--- config.mk ---
export PLATFORM = sky130hd
export DESIGN_NAME = alu_issue_ctrl
export DESIGN_NICKNAME = d
export VERILOG_FILES = /design/src/rtl/alu_pkg.sv /design/src/rtl/alu_decode.sv /design/src/rtl/alu_issue_ctrl.sv
export SDC_FILE = /design/constraint.sdc
export NUM_CORES = 1
export LEC_CHECK = 0
export BUFFER_PORTS_ARGS = -buffer_cell sky130_fd_sc_hd__buf_2
export CAP_MARGIN = 25
export CORE_MARGIN = 2
export CORE_UTILIZATION = 48
export DETAILED_ROUTE_END_ITERATION = 6
export HOLD_SLACK_MARGIN = 0.03
export PLACE_DENSITY = 0.78
export SYNTH_ARGS = -nofsm -noshare
export SYNTH_HDL_FRONTEND = slang
export SYNTH_SLANG_ARGS = --single-unit
--- constraint.sdc ---
create_clock -name clk -period 2.12 [get_ports clk]
set_input_delay 0.212 -clock clk [delete_from_list [all_inputs] [get_ports clk]]
set_output_delay 0.212 -clock clk [all_outputs]
set_load 0.01 [all_outputs]
--- src/rtl/alu_pkg.sv ---
// Shared definitions for the ALU issue controller: ALU select codes, opcode
// and function-field constants, and the controller state encoding.
package alu_pkg;

    localparam int DATA_W = 32;
    localparam int REG_W  = 5;
    localparam int SEL_W  = 4;

    localparam logic [SEL_W-1:0] ALU_ADD = 4'b0000;
    localparam logic [SEL_W-1:0] ALU_SUB = 4'b0001;
    localparam logic [SEL_W-1:0] ALU_AND = 4'b0010;
    localparam logic [SEL_W-1:0] ALU_OR  = 4'b0011;
    localparam logic [SEL_W-1:0] ALU_XOR = 4'b0100;
    localparam logic [SEL_W-1:0] ALU_SLL = 4'b0101;
    localparam logic [SEL_W-1:0] ALU_SRL = 4'b0110;
    localparam logic [SEL_W-1:0] ALU_SRA = 4'b0111;

    localparam logic [6:0] OP_R = 7'b0110011;
    localparam logic [6:0] OP_I = 7'b0010011;

    localparam logic [2:0] F3_ADD = 3'b000;
    localparam logic [2:0] F3_SLL = 3'b001;
    localparam logic [2:0] F3_XOR = 3'b100;
    localparam logic [2:0] F3_SRL = 3'b101;
    localparam logic [2:0] F3_OR  = 3'b110;
    localparam logic [2:0] F3_AND = 3'b111;

    localparam logic [6:0] F7_BASE = 7'b0000000;
    localparam logic [6:0] F7_ALT  = 7'b0100000;

    typedef enum logic [2:0] {
        S_IDLE = 3'd0,
        S_READ = 3'd1,
        S_EXEC = 3'd2,
        S_WB   = 3'd3,
        S_ERR  = 3'd4
    } state_t;

endpackage

--- src/rtl/alu_decode.sv ---
// Combinational decoder for the supported R-type and I-type arithmetic,
// logic and shift instructions.
module alu_decode
    import alu_pkg::*;
(
    input  logic [DATA_W-1:0] instr,
    output logic [SEL_W-1:0]  alu_sel,
    output logic              use_imm,
    output logic              shamt_from_imm,
    output logic [DATA_W-1:0] imm32,
    output logic              legal
);

    logic [6:0] opcode;
    logic [2:0] funct3;
    logic [6:0] funct7;
    logic       unused_fields;

    assign opcode = instr[6:0];
    assign funct3 = instr[14:12];
    assign funct7 = instr[31:25];
    assign imm32  = {{20{instr[31]}}, instr[31:20]};
    // Register indices are taken directly from the latched word by the top.
    assign unused_fields = ^instr[19:7];

    // NOTE: every output gets a default before the case so no latch is inferred.
    always_comb begin
        alu_sel        = ALU_ADD;
        use_imm        = 1'b0;
        shamt_from_imm = 1'b0;
        legal          = 1'b0;
        case (opcode)
            OP_R: begin
                case (funct3)
                    F3_ADD: begin
                        if (funct7 == F7_BASE) begin
                            alu_sel = ALU_ADD;
                            legal   = 1'b1;
                        end else if (funct7 == F7_ALT) begin
                            alu_sel = ALU_SUB;
                            legal   = 1'b1;
                        end
                    end
                    F3_AND: begin alu_sel = ALU_AND; legal = (funct7 == F7_BASE); end
                    F3_OR:  begin alu_sel = ALU_OR;  legal = (funct7 == F7_BASE); end
                    F3_XOR: begin alu_sel = ALU_XOR; legal = (funct7 == F7_BASE); end
                    F3_SLL: begin alu_sel = ALU_SLL; legal = (funct7 == F7_BASE); end
                    F3_SRL: begin
                        if (funct7 == F7_BASE) begin
                            alu_sel = ALU_SRL;
                            legal   = 1'b1;
                        end else if (funct7 == F7_ALT) begin
                            alu_sel = ALU_SRA;
                            legal   = 1'b1;
                        end
                    end
                    default: ;
                endcase
            end
            OP_I: begin
                use_imm = 1'b1;
                case (funct3)
                    F3_ADD: begin alu_sel = ALU_ADD; legal = 1'b1; end
                    F3_AND: begin alu_sel = ALU_AND; legal = 1'b1; end
                    F3_OR:  begin alu_sel = ALU_OR;  legal = 1'b1; end
                    F3_XOR: begin alu_sel = ALU_XOR; legal = 1'b1; end
                    F3_SLL: begin
                        alu_sel        = ALU_SLL;
                        shamt_from_imm = 1'b1;
                        legal          = (funct7 == F7_BASE);
                    end
                    F3_SRL: begin
                        shamt_from_imm = 1'b1;
                        if (funct7 == F7_BASE) begin
                            alu_sel = ALU_SRL;
                            legal   = 1'b1;
                        end else if (funct7 == F7_ALT) begin
                            alu_sel = ALU_SRA;
                            legal   = 1'b1;
                        end
                    end
                    default: ;
                endcase
            end
            default: ;
        endcase
    end

endmodule

--- src/rtl/alu_issue_ctrl.sv ---
// Single-issue controller: accepts one ALU instruction, reads operands from a
// synchronous-read register file, drives the ALU, and writes the result back.
module alu_issue_ctrl
    import alu_pkg::*;
(
    input  logic              clk,
    input  logic              rst,
    input  logic              instr_valid,
    output logic              instr_ready,
    input  logic [DATA_W-1:0] instr,
    output logic [REG_W-1:0]  rf_raddr1,
    output logic [REG_W-1:0]  rf_raddr2,
    input  logic [DATA_W-1:0] rf_rdata1,
    input  logic [DATA_W-1:0] rf_rdata2,
    output logic [DATA_W-1:0] alu_a,
    output logic [DATA_W-1:0] alu_b,
    output logic [SEL_W-1:0]  alu_sel,
    output logic [REG_W-1:0]  alu_shamt,
    input  logic [DATA_W-1:0] alu_out,
    input  logic              alu_zero,
    output logic              rf_we,
    output logic [REG_W-1:0]  rf_waddr,
    output logic [DATA_W-1:0] rf_wdata,
    output logic              done,
    output logic              illegal,
    output logic [DATA_W-1:0] result,
    output logic              zero_flag
);

    state_t              state_q,     state_d;
    logic [DATA_W-1:0]   instr_q,     instr_d;
    logic                ready_q,     ready_d;
    logic [REG_W-1:0]    raddr1_q,    raddr1_d;
    logic [REG_W-1:0]    raddr2_q,    raddr2_d;
    logic [DATA_W-1:0]   alu_a_q,     alu_a_d;
    logic [DATA_W-1:0]   alu_b_q,     alu_b_d;
    logic [SEL_W-1:0]    alu_sel_q,   alu_sel_d;
    logic [REG_W-1:0]    alu_shamt_q, alu_shamt_d;
    logic                rf_we_q,     rf_we_d;
    logic [REG_W-1:0]    rf_waddr_q,  rf_waddr_d;
    logic [DATA_W-1:0]   rf_wdata_q,  rf_wdata_d;
    logic                done_q,      done_d;
    logic                illegal_q,   illegal_d;
    logic [DATA_W-1:0]   result_q,    result_d;
    logic                zero_q,      zero_d;

    logic [DATA_W-1:0]   dec_instr;
    logic [SEL_W-1:0]    dec_sel;
    logic                dec_use_imm;
    logic                dec_shamt_from_imm;
    logic [DATA_W-1:0]   dec_imm32;
    logic                dec_legal;

    // The decoder checks the incoming word at accept time and the latched word afterwards.
    assign dec_instr = (state_q == S_IDLE) ? instr : instr_q;

    alu_decode u_decode (
        .instr          (dec_instr),
        .alu_sel        (dec_sel),
        .use_imm        (dec_use_imm),
        .shamt_from_imm (dec_shamt_from_imm),
        .imm32          (dec_imm32),
        .legal          (dec_legal)
    );

    always_comb begin
        state_d     = state_q;
        instr_d     = instr_q;
        ready_d     = ready_q;
        raddr1_d    = raddr1_q;
        raddr2_d    = raddr2_q;
        alu_a_d     = alu_a_q;
        alu_b_d     = alu_b_q;
        alu_sel_d   = alu_sel_q;
        alu_shamt_d = alu_shamt_q;
        rf_we_d     = 1'b0;
        rf_waddr_d  = rf_waddr_q;
        rf_wdata_d  = rf_wdata_q;
        done_d      = 1'b0;
        illegal_d   = 1'b0;
        result_d    = result_q;
        zero_d      = zero_q;
        case (state_q)
            S_IDLE: begin
                if (instr_valid) begin
                    instr_d  = instr;
                    raddr1_d = instr[19:15];
                    raddr2_d = instr[24:20];
                    ready_d  = 1'b0;
                    if (dec_legal) begin
                        state_d = S_READ;
                    end else begin
                        state_d   = S_ERR;
                        done_d    = 1'b1;
                        illegal_d = 1'b1;
                    end
                end
            end
            S_READ: state_d = S_EXEC;
            S_EXEC: begin
                alu_a_d     = rf_rdata1;
                alu_b_d     = dec_use_imm ? dec_imm32 : rf_rdata2;
                alu_sel_d   = dec_sel;
                alu_shamt_d = dec_shamt_from_imm ? instr_q[24:20] : rf_rdata2[4:0];
                result_d    = alu_out;
                zero_d      = alu_zero;
                rf_we_d     = (instr_q[11:7] != '0);
                rf_waddr_d  = instr_q[11:7];
                rf_wdata_d  = alu_out;
                done_d      = 1'b1;
                state_d     = S_WB;
            end
            S_WB, S_ERR: begin
                ready_d = 1'b1;
                state_d = S_IDLE;
            end
            default: begin
                ready_d = 1'b1;
                state_d = S_IDLE;
            end
        endcase
    end

    // NOTE: sequential state uses non-blocking assignments only.
    always_ff @(posedge clk) begin
        if (rst) begin
            state_q     <= S_IDLE;
            instr_q     <= '0;
            ready_q     <= 1'b1;
            raddr1_q    <= '0;
            raddr2_q    <= '0;
            alu_a_q     <= '0;
            alu_b_q     <= '0;
            alu_sel_q   <= '0;
            alu_shamt_q <= '0;
            rf_we_q     <= 1'b0;
            rf_waddr_q  <= '0;
            rf_wdata_q  <= '0;
            done_q      <= 1'b0;
            illegal_q   <= 1'b0;
            result_q    <= '0;
            zero_q      <= 1'b0;
        end else begin
            state_q     <= state_d;
            instr_q     <= instr_d;
            ready_q     <= ready_d;
            raddr1_q    <= raddr1_d;
            raddr2_q    <= raddr2_d;
            alu_a_q     <= alu_a_d;
            alu_b_q     <= alu_b_d;
            alu_sel_q   <= alu_sel_d;
            alu_shamt_q <= alu_shamt_d;
            rf_we_q     <= rf_we_d;
            rf_waddr_q  <= rf_waddr_d;
            rf_wdata_q  <= rf_wdata_d;
            done_q      <= done_d;
            illegal_q   <= illegal_d;
            result_q    <= result_d;
            zero_q      <= zero_d;
        end
    end

    // ALU operands must reach the ALU within EXEC so its result is captured on the same edge.
    assign alu_a       = alu_a_d;
    assign alu_b       = alu_b_d;
    assign alu_sel     = alu_sel_d;
    assign alu_shamt   = alu_shamt_d;

    assign instr_ready = ready_q;
    assign rf_raddr1   = raddr1_q;
    assign rf_raddr2   = raddr2_q;
    // A reset landing in WB must suppress the write that the register file would take on that edge.
    assign rf_we       = rf_we_q & ~rst;
    assign rf_waddr    = rf_waddr_q;
    assign rf_wdata    = rf_wdata_q;
    assign done        = done_q;
    assign illegal     = illegal_q;
    assign result      = result_q;
    assign zero_flag   = zero_q;

endmodule

; ---- Word level (Yosys, flattened, before mapping)
; Index checks and enable logic that the tools add are counted.
[totals]
out_inout_bits = 157
ff_bits = 160
input_bits = 132
[classes]
n_eq_ne = 11
bitwise = 5
muxes = 30
reduce_logical = 13
[ops]
columns = operator, count
row1 = two-way mux 32 bit, 4
row2 = case mux 4 bit (6 select lines), 1
row3 = case mux 4 bit (5 select lines), 1
row4 = "== test 7 x 6 -> 1 bit, second input constant", 2
row5 = "== test 3 bit, second input constant", 4
row6 = two-way mux 4 bit, 3
row7 = two-way mux 5 bit, 2
row8 = OR reduction 2 bit, 5
row9 = two-way mux 1 bit, 9
row10 = two-way mux 3 bit, 3
row11 = case mux 3 bit (3 select lines), 1
row12 = case mux 1 bit (2 select lines), 4
row13 = case mux 4 bit (2 select lines), 1
row14 = OR reduction 4 bit, 2
row15 = "== test 7 x 5 -> 1 bit, second input constant", 1
row16 = logical NOT 7 bit, 1
row17 = "== test 3 x 1 -> 1 bit, second input constant", 2
row18 = logical NOT 3 bit, 2
row19 = nonzero test 5 bit, 1
row20 = NOT 1 bit, 4
row21 = AND reduction 2 bit, 2
row22 = "== test 3 x 2 -> 1 bit, second input constant", 1
row23 = case mux 1 bit (3 select lines), 1
row24 = "!= test 2 bit, second input constant", 1
row25 = AND 1 bit, 1

; ---- Depth between registers and ports, before layout
[depth]
depth_word = 10
ltp_mapped = 9
depth_no_buf = 5

; ---- By module
; A second synthesis with hierarchy kept.
[unflattened]
cells_unflattened = 867
area_unflattened_um2 = 8784.7
[by_module_without_submodules]
columns = module, n_inst, seq_area_each_um2, area_per_inst_um2, cells_per_inst
row1 = alu_issue_ctrl, 1, 3002.9, 8330.5, 807
row2 = alu_decode, 1, 0.0, 454.2, 60

; ---- Worst setup path after synthesis
; Ideal clock, no wire load.
[synth_path]
path_kind = reg2out
start = register state_q[1]
end = output port alu_b[0]
slack_ns = 0.048
n_path_buf = 4
t_arrival_ns = 1.860
stages_incl_launch_ff = 10
path_cell_list = dfxtp_1 > buf_6 > or3_1 > buf_2 > and4b_4 > buf_6 > buf_2 > nor2_2 > a21oi_1 > a21oi_1
[synth_via]
elab_chain_cells = 6
elab_cells_between_ends = 7
classes_between = 2 x eq/ne / 4 x mux / 1 x reduce/logical
[synth_lines]
columns = item, line_no
row1 = start: declaration, alu_issue_ctrl.sv:30  ; state_t state_q, state_d;
row2 = start signal: assignment, alu_issue_ctrl.sv:144  ; state_q <= state_d;
row3 = logical NOT 3 bit, alu_issue_ctrl.sv:55  ; assign dec_instr = (state_q == S_IDLE) ? instr : instr_q;
row4 = two-way mux 32 bit, alu_issue_ctrl.sv:55
row5 = == test 7 x 5 -> 1 bit, alu_decode.sv:32  ; case (opcode)
row6 = two-way mux 1 bit, alu_decode.sv:32
row7 = two-way mux 32 bit, alu_issue_ctrl.sv:102  ; alu_b_d = dec_use_imm ? dec_imm32 : rf_rdata2;
row8 = two-way mux 32 bit (*), alu_issue_ctrl.sv:83  ; case (state_q)
row9 = end: declaration, alu_issue_ctrl.sv:16  ; output logic [DATA_W-1:0] alu_b,
; Mark *: on every way between the ends. The rest lies on a longest branch, timed or not.

; ---- Worst setup path in the final report
[layout_path]
start = register state_q[2]
end = output port alu_shamt[4]
[layout_via]
elab_chain_cells = 8
elab_cells_between_ends = 11
classes_between = 4 x eq/ne / 5 x mux / 2 x reduce/logical
[layout_lines]
columns = item, line_no
row1 = logical NOT 3 bit, alu_issue_ctrl.sv:55
row2 = two-way mux 32 bit, alu_issue_ctrl.sv:55
row3 = == test 3 x 1 -> 1 bit / == test 3 bit (equally long branches), alu_decode.sv:62  ; case (funct3)
row4 = OR reduction 2 bit (no source line), n/a
row5 = two-way mux 1 bit, alu_decode.sv:62
row6 = two-way mux 1 bit, alu_decode.sv:32
row7 = two-way mux 5 bit, alu_issue_ctrl.sv:104  ; alu_shamt_d = dec_shamt_from_imm ? instr_q[24:20] : rf_rdata2[4:0];
row8 = two-way mux 5 bit (*), alu_issue_ctrl.sv:83
row9 = end: declaration, alu_issue_ctrl.sv:18  ; output logic [REG_W-1:0] alu_shamt,
; Marks and branches as above.

==> metrics.md <==
| Metric | Value |
|---|---|
| Post-Syn Area | `6700 um^2` |
| Worst R2R Start | `state_q[2]$_SDFFE_PP0N_` |
| Largest net degree at the start of global routing | `70` |
| Hold path startpoint | `alu_out[6]` |
| Fin nets | `1311` |
| Area grow syn2layout | `49.1%` |
| Starting Density | `48.6%` |
| Area fraction of the dominant cell type after synthesis | `44.9%` |
| Max Fclk | `around 390 MHz` |
| Post-synthesis sequential area ratio | `44.9%` |
| Final instance area | `about 10000 um^2` |
| Power, Total | `6.86 mW` |
| Post-synth top area cell | `dfxtp_1` |
| Die ar. | `14900 um^2` |
| CTS tree | `built` |
| Final setup margin | `-0.424 ns` |
| Maximum clock insertion buffer count | `2` |
| Synthesis warning total | `0` |
| Slew Limit Fails | `0` |
| Drt initial violations | `654` |
| Hold Path Class | `in2reg` |
| Final std cells w/o fill | `about 1.4k` |
| Post-DP HPWL | `13400 um` |
| Min cycle time layout | `2.54 ns` |
| Placed Cells | `1263` |
| Critical path class | `reg2out` |
| Pwr/cell area | `between 600 and 700 nW/um^2` |
| Crit-path max FO | `5` |
| Dominant cells by area after synthesis | `dfxtp_1, nand2_1, a21oi_1` |
| WP data arrival | `2.33 ns` |
| Core ar. | `13800 um^2` |
| # DRC | `0` |
| Max H-tree Level | `4` |
| TritonCTS Sinks | `150` |
| Overall global routing resource usage | `about a quarter` |
| Cells after Synth | `870` |
| Layout Skew | `between 0.01 and 0.015 ns` |
| Final ANT Viol Nets | `0` |
| Max-cap violations | `0` |
| RSZ-0062 raised after global routing | `true` |
| Final-report hold violation count | `0` |
| # fillers | `1036` |
| Netlist cell types | `42` |
| Initial antenna violation count | `2` |
| Part of the cycle the worst path needs | `120%` |
| Clock Latency Late Sink | `0.43 ns` |
| WL per Instance | `around 17 um` |
| Post-synth EDFFs | `0` |
| Via count | `7495` |
| Final setup fails | `45` |
| Failing checks | `negative setup slack` |
| Least-Margin Pin Slew | `0.439 ns` |
| Vias/cell | `~5.5` |
| Status | `finished with violations` |
| Vias in the first global route | `around 6.3k` |
| Syn_area_per_cell | `7.70 um^2` |
| Pre-Repair DR Iteration Count | `5` |
| Top-count cell post-synth | `nand2_1` |
| Cts bufs inserted | `17` |
| Ports | `289` |
| Share of layout cells above drive strength 1 | `a little under two fifths` |
| Max IR drop VDD | `0.469 mV` |
| Hold Path Sink | `result[6]$_SDFFE_PP0P_` |
| Count of input and output buffers | `~290` |
| Synthesis-stage register bit count | `150` |
| Mapped Nets | `about 1.0k` |
| Required time worst endpoint | `1.91 ns` |
| Chip height | `122 um` |
| Remaining Overflow, GRT | `0` |
| Post-synth top cells | `nand2_1, dfxtp_1, a21oi_1` |
| First-pass GRT wire length | `31200 um` |
| Clock-pin slew on the worst setup and hold paths | `approximately 0.060 ns` |
| Leakage | `4.70 nW` |
| Setup TNS | `-12.98 ns` |
| Chip width | `122 um` |
| CTS root buf | `clkbuf_16` |
| Reg2Reg Depth | `7` |
| R2R Setup Slk | `0.02 ns` |
| Reg-to-reg endpoint | `alu_shamt_q[4]$_SDFF_PP0_` |
| CP startpoint | `state_q[2]$_SDFFE_PP0N_` |
| Max transition margin | `70.7%` |
| Wirelength, routed | `22900 um` |
| Top_reg_cell synth | `dfxtp_1` |
| Placed cell area | `approximately 8000 um^2` |
| Kind of end point of the critical path | `primary output` |
| Row cnt | `43` |
| Critical path startpoint category | `flip-flop` |
| Worst Hold Depth | `3` |
| GPL Wtd Cong | `0.940` |
| Ys async rst share | `0%` |
kinds of logic after synthesis:
kind of cell | after synthesis | synth area share, %
AOI/OAI and AO/OA | 198 | 17.1
buffers and inverters | 106 | 8.69
and+or+nand+nor | 394 | 26.0
xor gates and xnor gates | 3 | 0.393
muxes | 19 | 2.93
DFF | 150 | 44.9
layer usage:
layer	track usage [%]	wire [um]
met5	0	0
met4	11.0	935
met3	6.37	1970
met2	45.5	11300
met1	32.0	8690
power by group:
part / switching, mW / leakage [nW] / internal, mW
clock network: 1.23 / 0.320 / 2.09
logic: 0.311 / 3.17 / 0.321
registers: 0.0439 / 1.22 / 2.86
total: 1.59 / 4.70 / 5.27
critical path, cell delays in order, from the launching register on:
cell     delay (ns)
dfxtp_2        0.34
or3_4          0.41
and4b_4        0.28
o22ai_4        0.34
mux2i_1        0.29
a21oi_1        0.10
buf_2          0.15
sequential cells by signal, indices dropped and copies added, names as in the netlist:
| name | count |
|---|---|
| alu_a_q | 32 |
| alu_b_q | 32 |
| alu_sel_q | 4 |
| alu_shamt_q | 5 |
| done | 1 |
| illegal | 1 |
| instr_q | 32 |
| instr_ready | 1 |
| result | 32 |
| rf_waddr | 5 |
| rf_we_q | 1 |
| state_q | 3 |
| zero_flag | 1 |
stage by stage:
step           setup slack [ns]  hold WS, ns  utilization, %
2_1_floorplan            0.0477        0.348               -
3_3_place_gp            0.00975        0.437            59.3
3_5_place_dp            -0.0351        0.447            59.3
4_1_cts                  -0.332       0.0304            68.2
5_1_grt                  -0.501       0.0288            72.5
6_report                 -0.424       0.0418            72.5
cells in the final DEF (no fill, tap or decap), types with 8 or more instances in the layout:
cell / netlist / routed
buf_2: 6 / 282
a21oi_1: 136 / 125
nand2_1: 285 / 279
clkbuf_16: 0 / 23
nor2b_1: 26 / 26
a21oi_2: 0 / 9
nor2_1: 18 / 16
dlygate4sd3_1: 0 / 39
a211oi_1: 11 / 8
buf_4: 43 / 42
nand4_1: 14 / 14
buf_6: 2 / 12
dfxtp_1: 150 / 145
nor3_1: 25 / 19
mux2i_1: 14 / 10
o31ai_1: 22 / 16
buf_12: 0 / 11
area by class of cell:
cell class                 count  area [um^2]  area share, %
timing repair buffer         396         2720           27.2
multi-input combinational    614         3370           33.7
sequential                   150         3010           30.2
clock buffer                  20          467           4.68
tap                          180          225           2.26
antenna                        2         5.00         0.0501
clock inverter                12          188           1.88
repair_timing:
item | in CTS | in global routing
pin swaps | 15 | 29
endpoints found under the hold margin | 38 | 1
cloned | 0 | 8
buffers inserted | 10 | 20
gates resized for setup | 37 | 65
endpoints found under the setup margin | 73 | 77
hold buffers | 38 | 1
worst max-delay path by stage:
stage,slack (ns),endpoint
global placement,0.01,alu_shamt[1]
finish,-0.42,alu_shamt[4]
CTS,-0.33,alu_b[15]
floorplan,0.05,alu_b[0]
detailed placement,-0.04,alu_b[10]
global route,-0.50,alu_b[15]
Note: power is estimated with default switching activity, not from simulation.
